==> src/rtl/fpu_issue_ctrl.sv <==
// fpu_issue_ctrl: front end for a single-cycle single-precision FPU.
// Decodes OP-FP / R4 instructions into the unit's ftype code, resolves the
// rounding mode against frm, sequences IDLE -> EXEC -> RESP, routes the unit
// results to a valid/ready writeback port and owns fcsr {frm, fflags}.
module fpu_issue_ctrl #(
   parameter int FLEN     = 32,
   parameter int XLEN     = 64,
   parameter bit TININESS = 1'b1
) (
   input  logic            clk,
   input  logic            rst,
   input  logic            in_valid,
   output logic            in_ready,
   input  logic [31:0]     in_inst,
   input  logic [FLEN-1:0] in_frs1,
   input  logic [FLEN-1:0] in_frs2,
   input  logic [FLEN-1:0] in_frs3,
   input  logic [XLEN-1:0] in_rs1,
   input  logic            flush,
   output logic [FLEN-1:0] fu_frs1,
   output logic [FLEN-1:0] fu_frs2,
   output logic [FLEN-1:0] fu_frs3,
   output logic [31:0]     fu_short_rs,
   output logic [63:0]     fu_long_rs,
   output logic [4:0]      fu_ftype,
   output logic [2:0]      fu_rm,
   output logic            fu_control,
   input  logic [FLEN-1:0] fu_farith,
   input  logic [31:0]     fu_wconv,
   input  logic [63:0]     fu_lconv,
   input  logic            fu_cmp,
   input  logic [XLEN-1:0] fu_class,
   input  logic [4:0]      fu_flags,
   output logic            out_valid,
   input  logic            out_ready,
   output logic [4:0]      out_rd,
   output logic            out_wb_fp,
   output logic            out_wb_int,
   output logic [FLEN-1:0] out_fp_data,
   output logic [XLEN-1:0] out_int_data,
   output logic            out_illegal,
   input  logic            csr_we,
   input  logic [7:0]      csr_wdata,
   output logic [7:0]      fcsr
);

   typedef enum logic [1:0] {S_IDLE, S_EXEC, S_RESP} state_e;

   localparam logic [6:0] OPC_OP_FP  = 7'b1010011;
   localparam logic [6:0] OPC_FMADD  = 7'b1000011;
   localparam logic [6:0] OPC_FMSUB  = 7'b1000111;
   localparam logic [6:0] OPC_FNMSUB = 7'b1001011;
   localparam logic [6:0] OPC_FNMADD = 7'b1001111;

   state_e            state_q, state_d;
   logic [FLEN-1:0]   frs1_q, frs1_d, frs2_q, frs2_d, frs3_q, frs3_d;
   logic [31:0]       short_rs_q, short_rs_d;
   logic [63:0]       long_rs_q, long_rs_d;
   logic [4:0]        ftype_q, ftype_d;
   logic [2:0]        rm_q, rm_d;
   logic [4:0]        rd_q, rd_d;
   logic              illegal_q, illegal_d;
   logic              out_valid_q, out_valid_d;
   logic [4:0]        out_rd_q, out_rd_d;
   logic              wb_fp_q, wb_fp_d, wb_int_q, wb_int_d;
   logic [FLEN-1:0]   fp_data_q, fp_data_d;
   logic [XLEN-1:0]   int_data_q, int_data_d;
   logic              out_illegal_q, out_illegal_d;
   logic [4:0]        flags_q, flags_d;
   logic [7:0]        fcsr_q, fcsr_d;

   logic [6:0] opcode, funct7;
   logic [2:0] funct3;
   logic [4:0] rs2;
   logic       dec_ok, dec_uses_rm, dec_legal;
   logic [4:0] dec_ftype;
   logic [2:0] dec_rm;
   logic       unused_rs1_field;

   assign opcode           = in_inst[6:0];
   assign funct3           = in_inst[14:12];
   assign rs2              = in_inst[24:20];
   assign funct7           = in_inst[31:25];
   assign unused_rs1_field = ^in_inst[19:15];

   // Decode the offered instruction into ftype and a resolved rounding mode.
   always_comb begin
      // NOTE: every variable gets a default first so no path can infer a latch.
      dec_ok      = 1'b0;
      dec_ftype   = 5'd0;
      dec_uses_rm = 1'b0;
      if (opcode == OPC_OP_FP) begin
         case (funct7)
            7'b0000000: begin dec_ok = 1'b1; dec_ftype = 5'd0; dec_uses_rm = 1'b1; end
            7'b0000100: begin dec_ok = 1'b1; dec_ftype = 5'd1; dec_uses_rm = 1'b1; end
            7'b0001000: begin dec_ok = 1'b1; dec_ftype = 5'd2; dec_uses_rm = 1'b1; end
            7'b0010100: if (funct3 <= 3'b001) begin
               dec_ok = 1'b1; dec_ftype = 5'd3 + {4'd0, funct3[0]};
            end
            7'b0010000: if (funct3 <= 3'b010) begin
               dec_ok = 1'b1; dec_ftype = 5'd17 + {3'd0, funct3[1:0]};
            end
            7'b1010000: if (funct3 <= 3'b010) begin
               dec_ok = 1'b1; dec_ftype = 5'd22 - {3'd0, funct3[1:0]};
            end
            7'b1110000: if (funct3 == 3'b001 && rs2 == 5'd0) begin
               dec_ok = 1'b1; dec_ftype = 5'd23;
            end
            7'b1100000: if (rs2 <= 5'd3) begin
               dec_ok = 1'b1; dec_ftype = 5'd9 + rs2; dec_uses_rm = 1'b1;
            end
            7'b1101000: if (rs2 <= 5'd3) begin
               dec_ok = 1'b1; dec_ftype = 5'd13 + rs2; dec_uses_rm = 1'b1;
            end
            default: ;
         endcase
      end else if (in_inst[26:25] == 2'b00) begin
         dec_uses_rm = 1'b1;
         case (opcode)
            OPC_FMADD:  begin dec_ok = 1'b1; dec_ftype = 5'd5; end
            OPC_FNMADD: begin dec_ok = 1'b1; dec_ftype = 5'd6; end
            OPC_FMSUB:  begin dec_ok = 1'b1; dec_ftype = 5'd7; end
            OPC_FNMSUB: begin dec_ok = 1'b1; dec_ftype = 5'd8; end
            default:    dec_uses_rm = 1'b0;
         endcase
      end
      dec_rm    = (funct3 == 3'b111) ? fcsr_q[7:5] : funct3;
      dec_legal = dec_ok && !(dec_uses_rm && (dec_rm == 3'b101 || dec_rm == 3'b110));
   end

   // Sequencing, operand/result capture and fcsr update.
   always_comb begin
      state_d       = state_q;
      frs1_d        = frs1_q;
      frs2_d        = frs2_q;
      frs3_d        = frs3_q;
      short_rs_d    = short_rs_q;
      long_rs_d     = long_rs_q;
      ftype_d       = ftype_q;
      rm_d          = rm_q;
      rd_d          = rd_q;
      illegal_d     = illegal_q;
      out_valid_d   = out_valid_q;
      out_rd_d      = out_rd_q;
      wb_fp_d       = wb_fp_q;
      wb_int_d      = wb_int_q;
      fp_data_d     = fp_data_q;
      int_data_d    = int_data_q;
      out_illegal_d = out_illegal_q;
      flags_d       = flags_q;
      fcsr_d        = fcsr_q;
      case (state_q)
         S_IDLE: if (in_valid && !flush) begin
            state_d    = S_EXEC;
            frs1_d     = in_frs1;
            frs2_d     = in_frs2;
            frs3_d     = in_frs3;
            short_rs_d = in_rs1[31:0];
            long_rs_d  = 64'(in_rs1);
            ftype_d    = dec_legal ? dec_ftype : 5'd0;
            rm_d       = (dec_legal && dec_uses_rm) ? dec_rm : 3'd0;
            rd_d       = in_inst[11:7];
            illegal_d  = !dec_legal;
         end
         S_EXEC: begin
            state_d       = S_RESP;
            out_valid_d   = 1'b1;
            out_rd_d      = rd_q;
            out_illegal_d = illegal_q;
            wb_fp_d       = 1'b0;
            wb_int_d      = 1'b0;
            fp_data_d     = '0;
            int_data_d    = '0;
            flags_d       = '0;
            if (!illegal_q) begin
               flags_d = fu_flags;
               if (ftype_q inside {[5'd9:5'd12], [5'd20:5'd23]}) begin
                  wb_int_d = 1'b1;
                  if (ftype_q <= 5'd10)      int_data_d = XLEN'(signed'(fu_wconv));
                  else if (ftype_q <= 5'd12) int_data_d = XLEN'(fu_lconv);
                  else if (ftype_q <= 5'd22) int_data_d = XLEN'(fu_cmp);
                  else                       int_data_d = fu_class;
               end else begin
                  wb_fp_d   = 1'b1;
                  fp_data_d = fu_farith;
               end
            end
         end
         S_RESP: if (out_ready) begin
            state_d     = S_IDLE;
            out_valid_d = 1'b0;
            if (!out_illegal_q) fcsr_d[4:0] = fcsr_q[4:0] | flags_q;
         end
         default: state_d = S_IDLE;
      endcase
      // A flush kills the op outright, including its pending fflags.
      if (flush) begin
         state_d     = S_IDLE;
         out_valid_d = 1'b0;
         fcsr_d      = fcsr_q;
      end
      // A software fcsr write wins over any accumulated flags.
      if (csr_we) fcsr_d = csr_wdata;
   end

   // Register all state; rst returns everything to its reset value.
   always_ff @(posedge clk) begin
      if (rst) begin
         state_q       <= S_IDLE;
         frs1_q        <= '0;
         frs2_q        <= '0;
         frs3_q        <= '0;
         short_rs_q    <= '0;
         long_rs_q     <= '0;
         ftype_q       <= '0;
         rm_q          <= '0;
         rd_q          <= '0;
         illegal_q     <= 1'b0;
         out_valid_q   <= 1'b0;
         out_rd_q      <= '0;
         wb_fp_q       <= 1'b0;
         wb_int_q      <= 1'b0;
         fp_data_q     <= '0;
         int_data_q    <= '0;
         out_illegal_q <= 1'b0;
         flags_q       <= '0;
         fcsr_q        <= '0;
      end else begin
         // NOTE: non-blocking so every flop samples pre-edge values whatever the statement order.
         state_q       <= state_d;
         frs1_q        <= frs1_d;
         frs2_q        <= frs2_d;
         frs3_q        <= frs3_d;
         short_rs_q    <= short_rs_d;
         long_rs_q     <= long_rs_d;
         ftype_q       <= ftype_d;
         rm_q          <= rm_d;
         rd_q          <= rd_d;
         illegal_q     <= illegal_d;
         out_valid_q   <= out_valid_d;
         out_rd_q      <= out_rd_d;
         wb_fp_q       <= wb_fp_d;
         wb_int_q      <= wb_int_d;
         fp_data_q     <= fp_data_d;
         int_data_q    <= int_data_d;
         out_illegal_q <= out_illegal_d;
         flags_q       <= flags_d;
         fcsr_q        <= fcsr_d;
      end
   end

   assign in_ready     = (state_q == S_IDLE);
   assign fu_frs1      = frs1_q;
   assign fu_frs2      = frs2_q;
   assign fu_frs3      = frs3_q;
   assign fu_short_rs  = short_rs_q;
   assign fu_long_rs   = long_rs_q;
   assign fu_ftype     = ftype_q;
   assign fu_rm        = rm_q;
   assign fu_control   = TININESS;
   assign out_valid    = out_valid_q;
   assign out_rd       = out_rd_q;
   assign out_wb_fp    = wb_fp_q;
   assign out_wb_int   = wb_int_q;
   assign out_fp_data  = fp_data_q;
   assign out_int_data = int_data_q;
   assign out_illegal  = out_illegal_q;
   assign fcsr         = fcsr_q;

endmodule

==> config.mk <==
export PLATFORM = sky130hd
export DESIGN_NAME = fpu_issue_ctrl
export DESIGN_NICKNAME = d
export VERILOG_FILES = /design/src/rtl/fpu_issue_ctrl.sv
export SDC_FILE = /design/constraint.sdc
export NUM_CORES = 1
export LEC_CHECK = 0
export BUFFER_PORTS_ARGS = -buffer_cell sky130_fd_sc_hd__buf_2
export CAP_MARGIN = 10
export CORE_AREA = 2 2 280 282
export DETAILED_ROUTE_END_ITERATION = 8
export DIE_AREA = 0 0 282 284
export PLACE_DENSITY = 0.34
export SYNTH_ARGS = -nofsm -noshare
export SYNTH_HDL_FRONTEND = slang
export SYNTH_SLANG_ARGS = --single-unit
==> constraint.sdc <==
create_clock -name clk -period 5.1 [get_ports clk]
set_clock_uncertainty 0.2 [all_clocks]
set_input_delay 0.765 -clock clk [delete_from_list [all_inputs] [get_ports clk]]
set_output_delay 0.765 -clock clk [all_outputs]
set_load 0.05 [all_outputs]
Yosys cells after proc, flatten, opt, wreduce, memory -nomap -nowiden
Index checks and enable logic that the tools add are counted.
{ "totals": {"register_bits": 326, "wordCells": 131, "output_inout_bits": 315} }
{ "op_classes": {"eq_ne": 23, "addsub": 5, "bitwise_logic": 1, "n_reduce_logical": 28, "n_lt_le_gt_ge": 9, "mux": 45} }
{ "ops": {"columns": ["cell", "n"], "rows": [
  ["$mux 64", 5],
  ["$mux 32", 2],
  ["$eq 7x7->1 const B", 9],
  ["$mux 5", 12],
  ["$pmux 5 s8", 1],
  ["$pmux 4 s4", 1],
  ["$eq 7x5->1 const B", 2],
  ["$mux 1", 13],
  ["$add 4x5->5 const A", 2],
  ["$le 5x4->1 const B", 2],
  ["$le 5x5->1 const B", 2],
  ["$eq 3x3->1 const B", 3],
  ["$mux 3", 3],
  ["$mux 8", 1],
  ["$reduce_bool 2->1", 4],
  ["$eq 7x3->1 const B", 1],
  ["$eq 7x4->1 const B", 1],
  ["$logic_and 1x1->1", 7],
  ["$logic_not 7->1", 1],
  ["$pmux 2 s3", 1],
  ["$reduce_and 2->1", 3],
  ["$reduce_or 2->1", 3],
  ["$add 5x2->5 const A", 1],
  ["$ge 5x4->1 const B", 1],
  ["23 further kinds", 30]
]} }

Logic depth before layout (Yosys ltp)
Gate-level depths: netlist (run 1).
{ "depth": {"ltp_word": 10, "ltp_mapped": 8} }

Worst setup path before layout (run 1)
No wires, ideal clock.
{ "synth_timing": {"kind": "input port to flip-flop", "startpoint": "input port in_inst[23]", "endpoint": "register rm_q[1] (netlist: fu_rm[1])", "path_slack_ps": 2907, "path_stages": 6, "required_ps": 4834, "path_buffers": 0, "setup_ps": 66, "arrival_ps": 1927, "path_cell_list": "or3_1 > nand4b_1 > and3_1 > nor4_2 > a22oi_1 > nor2_1"} }
{ "synth_via": {"elab_chain_cells": 9} }
{ "synth_lines": {"columns": ["item", "line", "text"], "rows": [
  ["start: declaration", "14", "input logic [31:0] in_inst,"],
  ["$le 5x2->1", "109, 112", null],
  ["$mux 1", "109, 112", null],
  ["$pmux 1 s2", "93", "case (funct7)"],
  ["$mux 1", "92", "if (opcode == OPC_OP_FP) begin"],
  ["$logic_and 1x1->1", "128", "dec_legal = dec_ok && !(dec_uses_rm && (dec_rm == 3'b101 || dec_rm == 3'b110));"],
  ["$logic_not 1->1", "128", null],
  ["$logic_and 1x1->1", "128", null],
  ["$logic_and 1x1->1 *", "161", "rm_d = (dec_legal && dec_uses_rm) ? dec_rm : 3'd0;"],
  ["$mux 3 *", "161", null],
  ["end signal: assignment", "237", "rm_q <= rm_d;"],
  ["end: declaration", "60", "logic [2:0] rm_q, rm_d;"]
]} }
Every way passes the cells marked *; elsewhere a longest branch is shown, timed or not.
A chain may end at the register's enable or synchronous reset.

Final worst setup path (run 1)
{ "layout_timing": {"startpoint": "register state_q[0]", "endpoint": "register int_data_q[38] (netlist: out_int_data[38])"} }
{ "layout_via": {"elab_chain_cells": 1} }
{ "layout_lines": {"columns": ["item", "line", "text"], "rows": [
  ["start: declaration", "55", "state_e state_q, state_d;"],
  ["start signal: assignment", "230", "state_q <= state_d;"],
  ["$eq 2x1->1", "152", "case (state_q)"],
  ["end signal: assignment", "245", "int_data_q <= int_data_d;"],
  ["end: declaration", "67", "logic [XLEN-1:0] int_data_q, int_data_d;"]
]} }
No other way between the ends.

==> results.cfg, run 1 <==
[worst_setup_path]
required_ns = 5.39
critPathKind = flip-flop to flip-flop
critPathCaptureType = flip-flop
crit_fanout = 82
r2r_end = out_int_data[38]
crit_start = state_q[0]
ff2ff_path_depth = 6
worstReg2RegStart = state_q[0]
start_kind = flip-flop
reg2reg_slack_ns = 2.19
cp.arrival_ns = 3.19
cp-endpoint = out_int_data[38]

[clocking]
postCtsSetupBuffers = 0
cts_buffers = 40
cts_tree = yes
cts_buffer_depth = 3
ctsResizeCount = 0
clk_latency_ns = 0.55
clkSlewWorstSetupHoldPaths_ns = 0.06
cts_root_buffer = clkbuf_16
postCtsHoldBufs = 0
cts.sinks = 294
htreeDepth = 2

[yosys]
synth_cell_type_count = 60
synthTopCellsByArea = dfxtp_1, nand2_1, a21oi_1
synth_cells = 1452
yosys-top-cells-count = nand2_1, dfxtp_1, a21oi_1
synth-main-ff-cell = dfxtp_1
synth_edf_count = 0
post-synth-top-area-cell = dfxtp_1
synth_warnings = 0
avgSynthCellArea_um2 = 8.20
netlist_area_um2 = 11900
synth_fp_nets = 1862
async_reset_ff_share_pct = 0
seq_area_frac_synth_pct = 49.4
synth.most_common_cell = nand2_1
yosys_register_bits = 294
synth_top_area_share_pct = 49.4

[outcome]
status = completed

[floorplanning]
initial_core_util_pct = 15.5
die-area_um2 = 80100
core_um2 = 77000
row_count = 102
fp.dieW_um = 282
io_pins = 719
dieHeight_um = 284

[placed_design]
postPlaceCellArea_um2 = 16300
port_buffers = 712
routabilityCongestion = 0.834
hpwl_um = 44300

[timing]
setup_tns_ns = 0
slew_viol_final = 0
rsz0062_at_grt = false
setup-violations-final = 0
whs_ns = 0.243
fin_crit_sh_pct = 57.0
tightest_slew_ns = 1.09
max_freq_mhz = 344
period_minus_slack_ns = 2.91
slew_headroom_pct = 27.4
finalHoldViolations = 0

[power]
power.total_mw = 5.96
p_leak_nw = 7.94
ir_worst_vdd_uv = 245
power_density_nw_per_um2 = 340

[global_routing]
grt_first_pass_wirelength_um = 85200
grt_use_total_pct = 14.0
grt_max_degree = 120
antenna_found_initial = 16
grt_pass1_vias = 12800
grt_overflow = 0

[detailed_routing]
avgRoutedWirePerCell_um = 18.8
dr_total_vias = 12800
drtAntennaViolNets = 0
routed_via_density = 4.09
drt-pass1-iter-count = 5
drtIter0Drc = 750
wirelength_um = 59200
drc = 0

[finish]
drive_gt1_share_pct = 38.6
design_area_um2 = 17500
layout.nets = 2480
syn2layout_area_growth_pct = 47.1

[job]
drv_cap = 0

[worst_hold_path]
hp-class = primary input to flip-flop
==> how the worst min path moves through the flow <==
stage	start	to	slack (ns)	cells past startpoint
after floorplan	rd_q[0]	out_rd[0]	0.23	2
after global placement	fu_frs1[9]	fu_frs1[9]	0.24	2
after detailed placement	fu_frs3[22]	fu_frs3[22]	0.24	2
after CTS	in_frs1[21]	fu_frs1[21]	0.19	3
after global routing	in_frs2[1]	fu_frs2[1]	0.21	3
final	fu_farith[12]	out_fp_data[12]	0.24	3
==> sequential cells by signal (all words and copies together), names as in the netlist, 2 cells and up <==
name	cells
fu_frs2	32
fu_long_rs	33
flags_q	5
out_int_data	64
fcsr	8
fu_rm	3
fu_ftype	5
fu_frs1	32
out_rd	5
rd_q	5
fu_short_rs	31
fu_frs3	32
out_fp_data	32
state_q	2
==> layer usage <==
layer,track usage [%],vias up,routed length [µm]
met1,16.3,6064,23900
li1,-,6221,-
met5,0,-,86
met3,4.53,95,4860
met2,24.4,451,28800
met4,4.06,14,1440
==> kinds of logic (layout without fill, tap and decap cells) <==
family / count (synthesis) / in the layout / synth area share, %
compound gates: 426 / 426 / 23.3
xor+xnor: 5 / 5 / 0.368
fa+ha+maj: 6 / 6 / 0.630
buf+inv: 159 / 807 / 6.56
flops: 294 / 294 / 49.4
mux: 8 / 8 / 0.704
other cells: 1 / 4 / 0.0315
simple gates: 553 / 553 / 19.0
==> critical path: stages, from the launching register on <==
cell and delay (ns):
dfxtp_1 0.50, nand2b_4 0.60, nor2_1 0.31, nand2_2 0.16, a21oi_4 0.77, a22oi_1 0.15, nor2_1 0.14
==> power by group <==
part	switching (mW)	total (mW)	leakage, nW	internal (mW)
registers	0.0436	2.42	2.39	2.37
clock network	1.11	2.69	0.612	1.58
logic	0.600	0.848	4.94	0.248
total	1.75	5.96	7.94	4.20
==> layout make-up <==
cell class / instances / area, µm²
sequential: 294 / 5890
tap: 1040 / 1300
multi-input combinational: 999 / 5300
clock inverter: 11 / 78.8
inverter: 10 / 37.5
clock buffer: 61 / 1170
timing repair buffer: 725 / 3730
fill: 8709 / 59400
antenna: 3 / 7.51
==> metrics by stage <==
stage	utilization, %	instances	setup slack (ns)
finish	22.8	3143	2.19
global route	22.8	3142	1.85
CTS	22.8	3140	2.11
detailed placement	21.1	3068	1.86
global placement	21.1	3068	1.94
floorplan	-	1452	2.91
==> placed cells by master (no fill, tap or decap), types with 10 or more instances in the layout <==
| cell type | count |
|---|---|
| o21ai_0 | 35 |
| a22o_1 | 30 |
| clkbuf_1 | 12 |
| clkbuf_16 | 40 |
| inv_1 | 10 |
| a221o_1 | 33 |
| a21oi_1 | 200 |
| nand2_1 | 399 |
| a22oi_1 | 99 |
| dfxtp_1 | 294 |
| buf_2 | 711 |
| nor2_1 | 98 |
Power figures use the tool's default switching activity.
==> inputs of run 2 (changes only) <==
--- a/config.mk
+++ b/config.mk
@@ -10,7 +10,7 @@
 export CORE_AREA = 2 2 280 282
 export DETAILED_ROUTE_END_ITERATION = 8
 export DIE_AREA = 0 0 282 284
-export PLACE_DENSITY = 0.34
+export PLACE_DENSITY = 0.35
 export SYNTH_ARGS = -nofsm -noshare
 export SYNTH_HDL_FRONTEND = slang
 export SYNTH_SLANG_ARGS = --single-unit
==> constraint.sdc (replaced) <==
create_clock -name clk -period 2.45 [get_ports clk]
set_clock_uncertainty 0.2 [all_clocks]
set_input_delay 0.3675 -clock clk [delete_from_list [all_inputs] [get_ports clk]]
set_output_delay 0.3675 -clock clk [all_outputs]
set_load 0.05 [all_outputs]
==> run 2 against run 1 <==
Net effect:
- combinational power rose to 2.6 times the previous value
- largest power group unchanged
- non-clock buffer count up 320
- highest routed layer unchanged
- first-iteration DRC count down 7.9%
- largest cell class is now buffers
- critical path depth unchanged
==> results.cfg, run 2 (synthesis gave the netlist of run 1 again) <==
[outcome]
status = completed

[clocking]
cts_buffer_depth = 3
cts.sinks = 294
clk_latency_ns = 0.55
clkSlewWorstSetupHoldPaths_ns = 0.06
cts_buffers = 39
cts_root_buffer = clkbuf_16
htreeDepth = 2
cts_tree = yes

[finish]
layout_common_cells = buf_2, nand2_1, dfxtp_1, dlygate4sd3_1, a21oi_1
layout_commonest_cell = buf_2
largest_reg_flops = 64
drive_gt1_share_pct = 35.0
syn2layout_area_growth_pct = 75.1
layout.nets = 2799
stdcell_count = 3461

[timing]
finalHoldViolations = 0
slew_viol_final = 0
rsz0062_at_grt = false
setup_tns_ns = 0
slew_headroom_pct = 26.5
max_freq_mhz = 433
setup-violations-final = 0
fin_crit_sh_pct = 94.2
tightest_slew_ns = 1.09
period_minus_slack_ns = 2.31

[worst_setup_path]
required_ns = 2.75
critPathKind = flip-flop to flip-flop
cp.arrival_ns = 2.60
critPathCaptureType = flip-flop
start_kind = flip-flop
crit_fanout = 56

[detailed_routing]
drt-pass1-iter-count = 5
drc = 0
drtAntennaViolNets = 0
drtIter0Drc = 691
wirelength_um = 59800
avgRoutedWirePerCell_um = 17.3
dr_total_vias = 14000
routed_via_density = 4.05

[floorplanning]
core_um2 = 77000
row_count = 102
fp.dieW_um = 282
die-area_um2 = 80100
initial_core_util_pct = 15.5
dieHeight_um = 284
io_pins = 719

[power]
p_leak_nw = 9.39
ir_worst_vdd_uv = 352
power_density_nw_per_um2 = 629

[placed_design]
hpwl_um = 44200
port_buffers = 712
routabilityCongestion = 0.845
dp.cells = 3100

[global_routing]
antenna_found_initial = 5
grt_overflow = 0
grt_first_pass_wirelength_um = 87100
grt_pass1_vias = 14300
grt_use_total_pct = 14.1
grt_max_degree = 100

[job]
drv_cap = 0

[worst_hold_path]
hp-class = primary input to flip-flop
[run 2: area by class of cell]
class                           count  area [µm²]
Tap cell                         1040        1300
Antenna cell                        3        7.51
Clock buffer                       53        1130
Fill cell                        8492       56100
Timing Repair Buffer             1045        6990
Multi-Input combinational cell    999        5300
Inverter                           10        37.5
Clock inverter                     17         189
Sequential cell                   294        5890
[run 2: metrics by stage]
step                      setup WS, ns  power [mW]  util, %  cell area, µm²  hold WS, ns
after global routing            0.0392        13.7     27.1           20800       0.0137
final                            0.141        13.1     27.1           20800       0.0328
after global placement          0.0248        6.97     21.6           16600        0.239
after detailed placement       0.00735        6.98     21.6           16600        0.244
after floorplan                  0.265        6.23        -           11900        0.232
after CTS                       0.0480        13.4     27.1           20800    0.0000346
[run 2: final timing paths]
check / from / end / slack [ns] / cells after the start
worst min-delay path: fu_class[45] / out_int_data[45] / 0.03 / 4
worst min register to register: fu_frs2[14] / fu_frs2[14] / 0.25 / 2
worst max-delay path: fu_ftype[0] / out_int_data[20] / 0.14 / 6
worst max register to register: fu_ftype[0] / out_int_data[20] / 0.14 / 6
[run 2: power breakdown]
part	leakage [nW]	internal [mW]	total, mW	switching (mW)
combinational	6.36	0.864	2.22	1.35
clock	0.643	3.56	5.87	2.31
sequential	2.39	4.94	5.03	0.0878
[run 2: worst max-delay path, stage by stage, from the launching register on]
cell and delay, ns:
dfxtp_1 0.36, or2_1 0.27, a31oi_4 0.41, buf_12 0.32, a22oi_1 0.15, o21ai_1 0.31
a22o_1 0.19
[run 2: what timing repair did]
action | 4_1_cts | 5_1_grt
setup endpoints to repair | 1 | 1
endpoints found under the hold margin | 271 | 0
resized for setup | 1 | 1
buffers inserted | 0 | 0
hold buffers | 288 | 0
[run 2: layer usage]
layer  global-route usage, %  vias up  part of all wire [%]
met5                       0        -                 0.022
li1                        -     6852                     -
met2                    25.6      519                    50
met4                    4.19        2                   2.6
met3                    3.23       90                   6.5
met1                    16.2     6563                    40
